**src/rtl/mac_info_pkg.sv**
```systemverilog
// -----------------------------------------------------------------------------
// mac_info_pkg
// Shared definitions for the Ethernet MAC transmit buffer-descriptor (BD) ring:
//   - Tx BD status-word bit positions (RDY, IRQ, WRAP, PAD, CRC, status[8:0])
//   - done_status field positions and the frame-error helper
//   - BD ring offset and stride
//   - txbd_state_t, the state encoding of the BD fetch engine
// -----------------------------------------------------------------------------
package mac_info_pkg;

    // Tx BD status word layout: {len[31:16], rdy, irq, wrap, pad, crc, rsvd[10:9], status[8:0]}
    localparam int TXBD_LEN_LSB  = 16;
    localparam int TXBD_RDY      = 15;
    localparam int TXBD_IRQ      = 14;
    localparam int TXBD_WRAP     = 13;
    localparam int TXBD_PAD      = 12;
    localparam int TXBD_CRC      = 11;
    localparam int TXBD_STAT_W   = 9;

    // done_status layout: {under_run, retry[3:0], ret_lim, late_col, defer, c_sense}
    localparam int ST_UNDER_RUN  = 8;
    localparam int ST_RET_LIM    = 3;
    localparam int ST_LATE_COL   = 2;
    localparam int ST_C_SENSE    = 0;

    // Ring placement inside the MAC register window
    localparam logic [31:0] TX_BD_BASE_OFF = 32'h0000_0400;
    localparam int          TXBD_STRIDE    = 8;
    localparam logic [31:0] TXBD_PTR_OFF   = 32'h0000_0004;

    typedef enum logic [2:0] {
        S_IDLE,
        S_RD_STAT,
        S_RD_PTR,
        S_PRESENT,
        S_WAIT_DONE,
        S_WR_STAT,
        S_POLL_WAIT,
        S_ERROR
    } txbd_state_t;

    // Retry count and defer are informational only; they do not mark a failed frame.
    function automatic logic tx_status_error(input logic [TXBD_STAT_W-1:0] st);
        return st[ST_UNDER_RUN] | st[ST_RET_LIM] | st[ST_LATE_COL] | st[ST_C_SENSE];
    endfunction

endpackage

```
**src/rtl/wb_single_master.sv**
```systemverilog
// -----------------------------------------------------------------------------
// wb_single_master
// Single-transfer Wishbone master. A request is accepted while the bus is idle;
// cyc/stb stay high until ack or err and drop in the following cycle, so two
// back-to-back requests are always separated by one idle cycle.
// Ports:
//   clk, rst_n            clock, asynchronous active-low reset
//   req, req_we           transfer request and direction (held by the client)
//   req_adr, req_dat      address and write data, captured when the cycle starts
//   done, err             one-cycle completion / bus-error indication
//   rdat                  read data, valid together with done
//   wb_*                  Wishbone master signals (sel is always 4'hF)
// -----------------------------------------------------------------------------
module wb_single_master (
    input  logic        clk,
    input  logic        rst_n,
    input  logic        req,
    input  logic        req_we,
    input  logic [31:0] req_adr,
    input  logic [31:0] req_dat,
    output logic        done,
    output logic        err,
    output logic [31:0] rdat,
    output logic [31:0] wb_adr_o,
    output logic [31:0] wb_dat_o,
    output logic        wb_cyc_o,
    output logic        wb_stb_o,
    output logic        wb_we_o,
    output logic [3:0]  wb_sel_o,
    input  logic [31:0] wb_dat_i,
    input  logic        wb_ack_i,
    input  logic        wb_err_i
);

    logic cyc_q;

    always_ff @(posedge clk or negedge rst_n) begin
        // NOTE: state is updated with non-blocking assignments so every register
        // samples the pre-edge values, independent of statement order.
        if (!rst_n) begin
            cyc_q    <= 1'b0;
            wb_we_o  <= 1'b0;
            wb_adr_o <= '0;
            wb_dat_o <= '0;
        end else if (cyc_q) begin
            if (wb_ack_i || wb_err_i) begin
                cyc_q   <= 1'b0;
                wb_we_o <= 1'b0;
            end
        end else if (req) begin
            cyc_q    <= 1'b1;
            wb_we_o  <= req_we;
            wb_adr_o <= req_adr;
            wb_dat_o <= req_we ? req_dat : 32'h0;
        end
    end

    assign wb_cyc_o = cyc_q;
    assign wb_stb_o = cyc_q;
    assign wb_sel_o = 4'hF;

    // An error wins over a simultaneous ack.
    assign err  = cyc_q & wb_err_i;
    assign done = cyc_q & wb_ack_i & ~wb_err_i;
    assign rdat = wb_dat_i;

endmodule

```
**src/rtl/eth_txbd_fetch.sv**
```systemverilog
// -----------------------------------------------------------------------------
// eth_txbd_fetch
// Walks the Tx buffer-descriptor ring at MAC_BASE + 0x400. For each ready BD it
// reads the status and pointer words, hands one frame descriptor to the Tx data
// mover, waits for that frame's completion status, writes the BD back with rdy
// cleared, pulses the TXB/TXE interrupts and advances the ring index.
// Build option: define TXBD_STATS_EN to add saturating frames_ok/frames_err
// counters.
// Ports:
//   clk, rst_n                 clock, asynchronous active-low reset
//   txen, tx_bd_num            enable and ring size (0 = disabled)
//   wb_*                       Wishbone master
//   desc_valid/ready/len/ptr/pad/crc   frame descriptor to the data mover
//   done_valid, done_status    frame completion from the data mover
//   irq_txb, irq_txe           one-cycle interrupt pulses
//   bd_idx                     current ring index
//   bus_err                    sticky Wishbone error flag
//   frames_ok, frames_err      (TXBD_STATS_EN only) completion counters
// -----------------------------------------------------------------------------
module eth_txbd_fetch
    import mac_info_pkg::*;
#(
    parameter logic [31:0] MAC_BASE = 32'h0000_0000,
    parameter int unsigned POLL_GAP = 16,
    parameter int unsigned MAX_BD   = 128
) (
    input  logic        clk,
    input  logic        rst_n,
    input  logic        txen,
    input  logic [7:0]  tx_bd_num,
    output logic [31:0] wb_adr_o,
    output logic [31:0] wb_dat_o,
    input  logic [31:0] wb_dat_i,
    output logic        wb_cyc_o,
    output logic        wb_stb_o,
    output logic        wb_we_o,
    output logic [3:0]  wb_sel_o,
    input  logic        wb_ack_i,
    input  logic        wb_err_i,
    output logic        desc_valid,
    input  logic        desc_ready,
    output logic [15:0] desc_len,
    output logic [31:0] desc_ptr,
    output logic        desc_pad,
    output logic        desc_crc,
    input  logic        done_valid,
    input  logic [8:0]  done_status,
    output logic        irq_txb,
    output logic        irq_txe,
    output logic [6:0]  bd_idx,
    output logic        bus_err
`ifdef TXBD_STATS_EN
   ,output logic [15:0] frames_ok,
    output logic [15:0] frames_err
`endif
);

    txbd_state_t state_q, state_d;

    logic [31:0]            stat_q;
    logic [31:0]            ptr_q;
    logic [TXBD_STAT_W-1:0] done_stat_q;
    logic [6:0]             bd_idx_q;
    logic [15:0]            poll_cnt_q;

    logic        bus_req, bus_we, bus_done, bus_fail;
    logic [31:0] bus_adr, bus_wdat, bus_rdat;

    logic [31:0] bd_addr;
    logic [31:0] wr_word;
    logic [7:0]  eff_num;
    logic [7:0]  idx_inc;
    logic        frame_err;

    // ------------------------------------------------------------------------
    // Address / data helpers
    // ------------------------------------------------------------------------
    assign bd_addr   = MAC_BASE + TX_BD_BASE_OFF + 32'(bd_idx_q) * 32'(TXBD_STRIDE);
    assign eff_num   = (32'(tx_bd_num) > MAX_BD) ? 8'(MAX_BD) : tx_bd_num;
    assign idx_inc   = {1'b0, bd_idx_q} + 8'd1;
    assign frame_err = tx_status_error(done_stat_q);

    // Write-back keeps len/irq/wrap/pad/crc, hands the BD back to software and
    // replaces the status field with the completion status.
    always_comb begin
        wr_word                    = stat_q;
        wr_word[TXBD_RDY]          = 1'b0;
        wr_word[TXBD_STAT_W-1:0]   = done_stat_q;
    end

    // ------------------------------------------------------------------------
    // FSM
    // ------------------------------------------------------------------------
    always_ff @(posedge clk or negedge rst_n) begin
        if (!rst_n) state_q <= S_IDLE;
        else        state_q <= state_d;
    end

    always_comb begin
        // NOTE: every signal gets a default before the case so no path leaves
        // one unassigned, which would otherwise infer a latch.
        state_d  = state_q;
        bus_req  = 1'b0;
        bus_we   = 1'b0;
        bus_adr  = bd_addr;
        bus_wdat = wr_word;

        unique case (state_q)
            S_IDLE: begin
                if (txen && tx_bd_num != 8'd0 && !bus_err) state_d = S_RD_STAT;
            end
            S_RD_STAT: begin
                bus_req = 1'b1;
                if (bus_fail)      state_d = S_ERROR;
                else if (bus_done) state_d = bus_rdat[TXBD_RDY] ? S_RD_PTR : S_POLL_WAIT;
            end
            S_RD_PTR: begin
                bus_req = 1'b1;
                bus_adr = bd_addr + TXBD_PTR_OFF;
                if (bus_fail)      state_d = S_ERROR;
                else if (bus_done) state_d = S_PRESENT;
            end
            S_PRESENT: begin
                if (desc_ready) state_d = S_WAIT_DONE;
            end
            S_WAIT_DONE: begin
                if (done_valid) state_d = S_WR_STAT;
            end
            S_WR_STAT: begin
                bus_req = 1'b1;
                bus_we  = 1'b1;
                if (bus_fail)      state_d = S_ERROR;
                else if (bus_done) state_d = txen ? S_RD_STAT : S_IDLE;
            end
            S_POLL_WAIT: begin
                if (!txen)                                state_d = S_IDLE;
                else if (poll_cnt_q == 16'(POLL_GAP - 1)) state_d = S_RD_STAT;
            end
            S_ERROR: begin
                state_d = S_ERROR;
            end
            default: state_d = S_IDLE;
        endcase
    end

    // ------------------------------------------------------------------------
    // Datapath registers
    // ------------------------------------------------------------------------
    always_ff @(posedge clk or negedge rst_n) begin
        if (!rst_n) begin
            stat_q      <= '0;
            ptr_q       <= '0;
            done_stat_q <= '0;
            bd_idx_q    <= '0;
            poll_cnt_q  <= '0;
            irq_txb     <= 1'b0;
            irq_txe     <= 1'b0;
            bus_err     <= 1'b0;
        end else begin
            irq_txb <= 1'b0;
            irq_txe <= 1'b0;
            if (bus_fail) bus_err <= 1'b1;

            // Counter runs only while waiting, so each POLL_WAIT visit lasts POLL_GAP cycles.
            if (state_q == S_POLL_WAIT) poll_cnt_q <= poll_cnt_q + 16'd1;
            else                        poll_cnt_q <= '0;

            unique case (state_q)
                S_RD_STAT: if (bus_done) stat_q <= bus_rdat;
                S_RD_PTR:  if (bus_done) ptr_q  <= bus_rdat;
                S_WAIT_DONE: if (done_valid) done_stat_q <= done_status;
                S_WR_STAT: begin
                    if (bus_done) begin
                        irq_txb <= stat_q[TXBD_IRQ] & ~frame_err;
                        irq_txe <= stat_q[TXBD_IRQ] &  frame_err;
                        // ">=" also recovers when tx_bd_num shrank below the current index.
                        if (stat_q[TXBD_WRAP] || idx_inc >= eff_num) bd_idx_q <= '0;
                        else                                         bd_idx_q <= idx_inc[6:0];
                    end
                end
                default: ;
            endcase
        end
    end

`ifdef TXBD_STATS_EN
    always_ff @(posedge clk or negedge rst_n) begin
        if (!rst_n) begin
            frames_ok  <= '0;
            frames_err <= '0;
        end else if (state_q == S_WR_STAT && bus_done) begin
            if (frame_err) begin
                if (frames_err != 16'hFFFF) frames_err <= frames_err + 16'd1;
            end else begin
                if (frames_ok != 16'hFFFF) frames_ok <= frames_ok + 16'd1;
            end
        end
    end
`endif

    // ------------------------------------------------------------------------
    // Outputs
    // ------------------------------------------------------------------------
    assign desc_valid = (state_q == S_PRESENT);
    assign desc_len   = stat_q[31:TXBD_LEN_LSB];
    assign desc_pad   = stat_q[TXBD_PAD];
    assign desc_crc   = stat_q[TXBD_CRC];
    assign desc_ptr   = ptr_q;
    assign bd_idx     = bd_idx_q;

    wb_single_master u_wb (
        .clk      (clk),
        .rst_n    (rst_n),
        .req      (bus_req),
        .req_we   (bus_we),
        .req_adr  (bus_adr),
        .req_dat  (bus_wdat),
        .done     (bus_done),
        .err      (bus_fail),
        .rdat     (bus_rdat),
        .wb_adr_o (wb_adr_o),
        .wb_dat_o (wb_dat_o),
        .wb_cyc_o (wb_cyc_o),
        .wb_stb_o (wb_stb_o),
        .wb_we_o  (wb_we_o),
        .wb_sel_o (wb_sel_o),
        .wb_dat_i (wb_dat_i),
        .wb_ack_i (wb_ack_i),
        .wb_err_i (wb_err_i)
    );

endmodule

```
**config.mk**
```make
export PLATFORM = sky130hd
export DESIGN_NAME = eth_txbd_fetch
export DESIGN_NICKNAME = d
export VERILOG_FILES = /design/src/rtl/mac_info_pkg.sv /design/src/rtl/wb_single_master.sv /design/src/rtl/eth_txbd_fetch.sv
export SDC_FILE = /design/constraint.sdc
export NUM_CORES = 1
export LEC_CHECK = 0
export CAP_MARGIN = 20
export CORE_MARGIN = 2
export CORE_UTILIZATION = 55
export CTS_BUF_LIST = sky130_fd_sc_hd__clkbuf_4
export DETAILED_ROUTE_END_ITERATION = 6
export PLACE_DENSITY = 0.95
export RECOVER_POWER = 25
export SLEW_MARGIN = 20
export SYNTH_ARGS = -nofsm -noshare
export SYNTH_HDL_FRONTEND = slang
export SYNTH_HIERARCHICAL = 1
export SYNTH_SLANG_ARGS = --single-unit
```
**constraint.sdc**
```tcl
create_clock -name clk -period 4.9 [get_ports clk]
set_input_delay 0.98 -clock clk [delete_from_list [all_inputs] [get_ports clk]]
set_output_delay 0.98 -clock clk [all_outputs]
set_load 0.01 [all_outputs]
```
# After elaboration in Yosys (flattened, before gate mapping)
# Index checks and enable logic that the tools add are counted.
[word_totals]
ff_bits = 168
latch_bits = 0
ram_bits = 0
romBits = 0
input_bits = 56
output_inout_bits = 132
word_cells = 93
mem_count = 0
[op_classes]
n_addsub = 4
n_mul = 0
n_div = 0
order_cmp = 2
eq_ne = 16
n_shift = 0
n_mux = 31
bitwise = 11
n_reduce_logical = 16
[op_table]
columns = ["cell", "count"]
rows = [
  ["3-bit 2-to-1 mux", 12],
  ["32-bit 2-to-1 mux", 1],
  ["3-bit case mux with 8 select lines", 1],
  ["16-bit by 1-bit adder with 16-bit output, second input constant", 1],
  ["16-bit by 4-bit equality test with 1-bit output, second input constant", 1],
  ["16-bit 2-to-1 mux", 1],
  ["12-bit by 3-bit adder with 13-bit output, second input constant", 1],
  ["1-bit 2-to-1 mux", 13],
  ["13-bit 2-to-1 mux", 1],
  ["11-bit by 10-bit adder with 12-bit output, first input constant", 1],
  ["3-bit equality test, second input constant", 4],
  ["3-bit inequality test, second input constant", 4],
  ["2-bit AND reduction", 6],
  ["7-bit by 1-bit adder with 8-bit output, second input constant", 1],
  ["8-bit >= comparator", 1],
  ["8-bit greater-than comparator, second input constant", 1],
  ["8-bit 2-to-1 mux", 1],
  ["8-bit nonzero test", 1],
  ["7-bit 2-to-1 mux", 1],
  ["7-bit AND reduction", 1],
  ["3-bit by 2-bit equality test with 1-bit output, second input constant", 2],
  ["2-bit inequality test, second input constant", 3],
  ["1-bit bitwise AND", 5],
  ["3-bit by 1-bit equality test with 1-bit output, second input constant", 1],
  ["9 further kinds", 15],
]

# Longest topological paths before layout
[depth]
word_depth = 7
ltp_mapped = 10
mapped_depth_nobuf = 10

# Hierarchy
# The synthesis kept the hierarchy.
[modules_own_cells]
columns = ["mod", "instances", "cells_per_inst", "area_per_inst_um2", "seq_area_each_um2"]
rows = [
  ["eth_txbd_fetch", 1, 356, 4496.8, 2302.2],
  ["wb_single_master", 1, 250, 3062.9, 1651.6],
]

# Worst setup path after synthesis
# No wires, ideal clock.
[synth_timing]
path_type = "input port to flip-flop"
startpoint = "input port tx_bd_num[7]"
endpoint = "register bd_idx_q[2] (netlist: bd_idx[2])"
setup_ps = 66
t_arrival_ps = 2453
required_time_ps = 4834
path_slack_ps = 2382
stages = 8
n_path_buf = 0
path_cell_list = "inv_1 -> nand2_1 -> ha_1 -> a21o_1 -> a2111oi_4 -> o31ai_4 -> o21ai_2 -> a22o_1"
[synth_via]
elab_chain_len = 5
[synth_rtl]
columns = ["item", "line", "source"]
rows = [
  ["from (decl)", "eth_txbd_fetch.sv:30", "input logic [7:0] tx_bd_num,"],
  ["8-bit greater-than comparator", "eth_txbd_fetch.sv:79", "assign eff_num = (32'(tx_bd_num) > MAX_BD) ? 8'(MAX_BD) : tx_bd_num;"],
  ["8-bit 2-to-1 mux (*)", "eth_txbd_fetch.sv:79", ""],
  ["8-bit >= comparator (*)", "eth_txbd_fetch.sv:177", "if (stat_q[TXBD_WRAP] || idx_inc >= eff_num) bd_idx_q <= '0;"],
  ["1-bit logical OR (*)", "eth_txbd_fetch.sv:177", ""],
  ["7-bit 2-to-1 mux (*)", "eth_txbd_fetch.sv:177", ""],
  ["to (signal assigned)", "eth_txbd_fetch.sv:178", "else bd_idx_q <= idx_inc[6:0];"],
  ["to (decl)", "eth_txbd_fetch.sv:63", "logic [6:0] bd_idx_q;"],
]
# Mark *: on every way between the ends. The rest lies on a longest branch, timed or not.
# A chain may end at the register's enable or synchronous reset.

# Worst setup path after layout
[layout_timing]
startpoint = "register state_q[2]"
endpoint = "output port desc_valid"
[layout_via]
elab_chain_len = 1
[layout_rtl]
columns = ["item", "line", "source"]
rows = [
  ["from (decl)", "eth_txbd_fetch.sv:58", "txbd_state_t state_q, state_d;"],
  ["from (signal assigned)", "eth_txbd_fetch.sv:96", "else state_q <= state_d;"],
  ["3-bit by 2-bit equality test with 1-bit output", "eth_txbd_fetch.sv:204", "assign desc_valid = (state_q == S_PRESENT);"],
  ["to (decl)", "eth_txbd_fetch.sv:40", "output logic desc_valid,"],
]
# No other way between the ends.

==> summary.md <==
| Metric | Value |
|---|---|
| Die extent in x | `roughly 120 um` |
| Pre-CTS WS | `approximately 1.5 ns` |
| Status | `finished with violations` |
| Leakage | `~4.2 nW` |
| Final WL | `between 15,000 and 20,000 um` |
| Netlist cell types | `59` |
| Initial Utilization | `0.5664` |
| # Max-Cap Violations | `1` |
| RSZ-0062 raised after global routing | `no` |
| FP Rows | `between 40 and 50` |
| ANT cells | `0` |
| Share of cells above drive strength 1 | `0.1514` |
| Synth top area share | `0.5230` |
| Core Region | `13,350 sq um` |
| Die Ht | `around 120 um` |
| Fin crit period | `3.116 ns` |
| TNS Setup | `0 ns` |
| Routed WL per cell | `17.41 um` |
| Clock Sinks | `around 160` |
| Synth top cells by count | `dfrtp_1, buf_4, nand2_1` |
| Main synth FF type | `dfrtp_1` |
| Reg-to-reg setup timing slack | `2.08 ns` |
| Yosys warns | `6` |
| Max-slew violations | `40` |
| Number of setup buffers added after CTS | `0` |
| Largest net degree at the start of global routing | `114` |
| Hold-fix buffer count after cts | `0` |
| Initial antenna violation count | `0` |
| Port Buffers | `roughly 180` |
| Root Buffer | `clkbuf_4` |
| GP Congestion | `between 0.8 and 0.9` |
| Cts bufs inserted | `17` |
| Peak supply drop | `between 0.0003 and 0.0004 V` |
| Sequential-to-total area share from yosys stat | `0.5230` |
| Final WS setup | `about 1.8 ns` |
| Asr flop ratio synth | `1.000` |
| Critical path fanouts, max | `13` |
| Worst-path clk slew | `0.13 ns` |
| Final ANT Viol Nets | `0` |
| Tightest Pin Transition | `2.145 ns` |
| PwrDens | `~600 nW/um^2` |
| Crit-path leading delay family | `buffers and inverters` |
| Reg2reg end | `u_wb/wb_adr_o[18]` |
| Total GRT Usage | `0.2318` |
| Slowest stage cell, crit path | `clkdlybuf4s50_1` |
| Worst path bufs/invs | `1` |
| Routed via count | `4,875` |
| Max incr delay on CP | `between 0.6 and 0.7 ns` |
| Cell area after layout | `approximately 9500 sq um` |
| Detailed Route Iter0 Violations | `about 200` |
| Die area | `approximately 15,000 sq um` |
| Setup Crit Path Kind | `flop to output port` |
| Rel. slew slack | `-0.4297` |
| FF-to-FF path depth | `6` |
| Mapped Cells | `~600` |
| CP Capture Type | `output port` |
| IO Pins | `188` |
| CTS resizes | `0` |
| Count leader, synth | `dfrtp_1` |
| Worst Path Required | `3.92 ns` |
| Gr ovfl total | `0` |
| Post-layout net count | `roughly 820` |
| Global-route wire length before repair | `~26,000 um` |
| Critical path depth | `3` |
| EDFF count, synth | `0` |
| Critical path data arrival time | `~2.1 ns` |
| Failing checks | `capacitance limit, slew limit` |
| Skew final | `approximately 0.021 ns` |
| Syn_area_per_cell | `12.47 sq um` |
| Dpl hpwl | `11,510 um` |
| HP Class | `flop to flop` |
| Longest Clk Path Bufs | `2` |
| Yosys reg bits | `158` |
| H-tree depth | `4` |
| Remaining DRCs | `0` |
| End point of the critical path | `desc_valid` |
| Final Hold Fails | `0` |
| Fmax | `0.3209 GHz` |
| TritonRoute pass-1 iters | `5` |
| Synth area leader | `dfrtp_1` |
| Synth-to-Final Area Change | `25.29%` |
| Largest cells by area after synthesis | `dfrtp_1, mux2_4, buf_4` |
| Worst setup path startpoint | `state_q[2]` |
| Via density | `5.175` |
| Mapped Area | `7560 sq um` |
| CTS tree | `yes` |
| Final setup fails | `0` |
| Worst-Skew Late Latency | `0.55 ns` |
| Reg2reg start | `state_q[2]` |
| Vias in the first global route | `between 5,000 and 6,000` |
| Final period utilization | `0.6359` |
| Crit path launch type | `flop` |
| Crit-path cells | `nand2b_2 > nor2_1 > clkdlybuf4s50_1` |
| DP Area | `9130 sq um` |
## how the worst min path moves through the flow
| stage | startpoint | end | slack (ns) | depth (start not counted) |
|---|---|---|---|---|
| 2_1_floorplan | poll_cnt_q[0] | poll_cnt_q[0] | 0.43 | 1 |
| 3_3_place_gp | poll_cnt_q[0] | poll_cnt_q[0] | 0.45 | 1 |
| 3_5_place_dp | poll_cnt_q[0] | poll_cnt_q[0] | 0.46 | 1 |
| 4_1_cts | poll_cnt_q[0] | poll_cnt_q[0] | 0.48 | 1 |
| 5_1_grt | poll_cnt_q[0] | poll_cnt_q[0] | 0.50 | 1 |
| 6_report | poll_cnt_q[0] | poll_cnt_q[0] | 0.48 | 1 |
## state kept, by name (all words and copies together) (netlist names)
signal and cells:
u_wb/wb_cyc_o 1, desc_ptr 32, u_wb/wb_we_o 1, done_stat_q 9, poll_cnt_q 16, bd_idx 7
irq_txb 1, stat_q 22, u_wb/wb_adr_o 32, bus_err 1, state_q 3, u_wb/wb_dat_o 32
irq_txe 1
## worst register-to-register path, stage by stage, from the launching register on
cell and delay, ns:
dfrtp_1 0.53, nand2b_2 0.27, nor2_2 0.17, or2_2 0.16
nor2b_4 0.80, buf_12 0.37, mux2_2 0.41
## report_power, final
group	switching, mW	internal (mW)	total [mW]
sequential	0.374	1.78	2.16
clock	0.425	0.461	0.886
combinational	1.02	1.46	2.48
## through the flow
| step | hold WS [ns] | utilization | power (mW) | instances |
|---|---|---|---|---|
| 2_1_floorplan | 0.4329 | - | 3.603 | 632 |
| 3_3_place_gp | 0.4452 | 0.6840 | 4.536 | 911 |
| 3_5_place_dp | 0.4612 | 0.6840 | 4.651 | 911 |
| 4_1_cts | 0.4782 | 0.7080 | 5.560 | 941 |
| 5_1_grt | 0.4953 | 0.7096 | 5.826 | 942 |
| 6_report | 0.4764 | 0.7096 | 5.522 | 942 |
## cells by family after synthesis
family,after synthesis,share of synthesized area
compound gates,30,0.03393
xor+xnor,18,0.02086
buf+inv,121,0.1021
other cells,3,0.001489
simple gates,136,0.08921
mux,130,0.2128
flops,158,0.5230
fa+ha+maj,10,0.01655
## layout by cell type, fill, tap and decap left out, types with 2 or more instances in the layout
cell type	instances
nand3_1	7
o22ai_1	2
nor2b_4	2
or2_2	3
bufinv_16	5
nor2_1	25
and2_1	3
inv_1	34
and3_1	7
conb_1	29
mux2_1	32
or3_1	2
nor4_1	6
mux2i_1	34
ha_1	10
clkbuf_4	20
o21ai_0	5
clkinv_1	4
buf_4	4
nand4_1	4
xnor2_1	9
nor2b_1	4
a21o_1	3
o21ai_1	3
clkdlybuf4s50_1	182
mux2_4	50
nor3_1	3
nand2_1	55
inv_2	2
nand2b_1	3
mux2_2	14
xor2_1	9
dfrtp_1	158
a21oi_1	3
## per-layer routing
layer / track usage / wire length, um / share of wire / up-vias
met2: 0.4101 / 8590 / 0.52 / 167
met1: 0.2700 / 6546 / 0.40 / 2450
met3: 0.07049 / 1005 / 0.061 / 21
met5: 0 / 0 / 0 / -
met4: 0.07112 / 256 / 0.016 / 0
li1: - / - / - / 2237
## cell type report
class / instances / area [sq um]
inverters: 36 / 135.1
clock buffers: 20 / 150.1
clock inverters: 10 / 170.2
fillers: 888 / 3876
well taps: 176 / 220.2
repair buffers: 189 / 1903
flip-flops and latches: 158 / 3954
multi-input cells: 353 / 2939
Power figures use the tool's default switching activity.
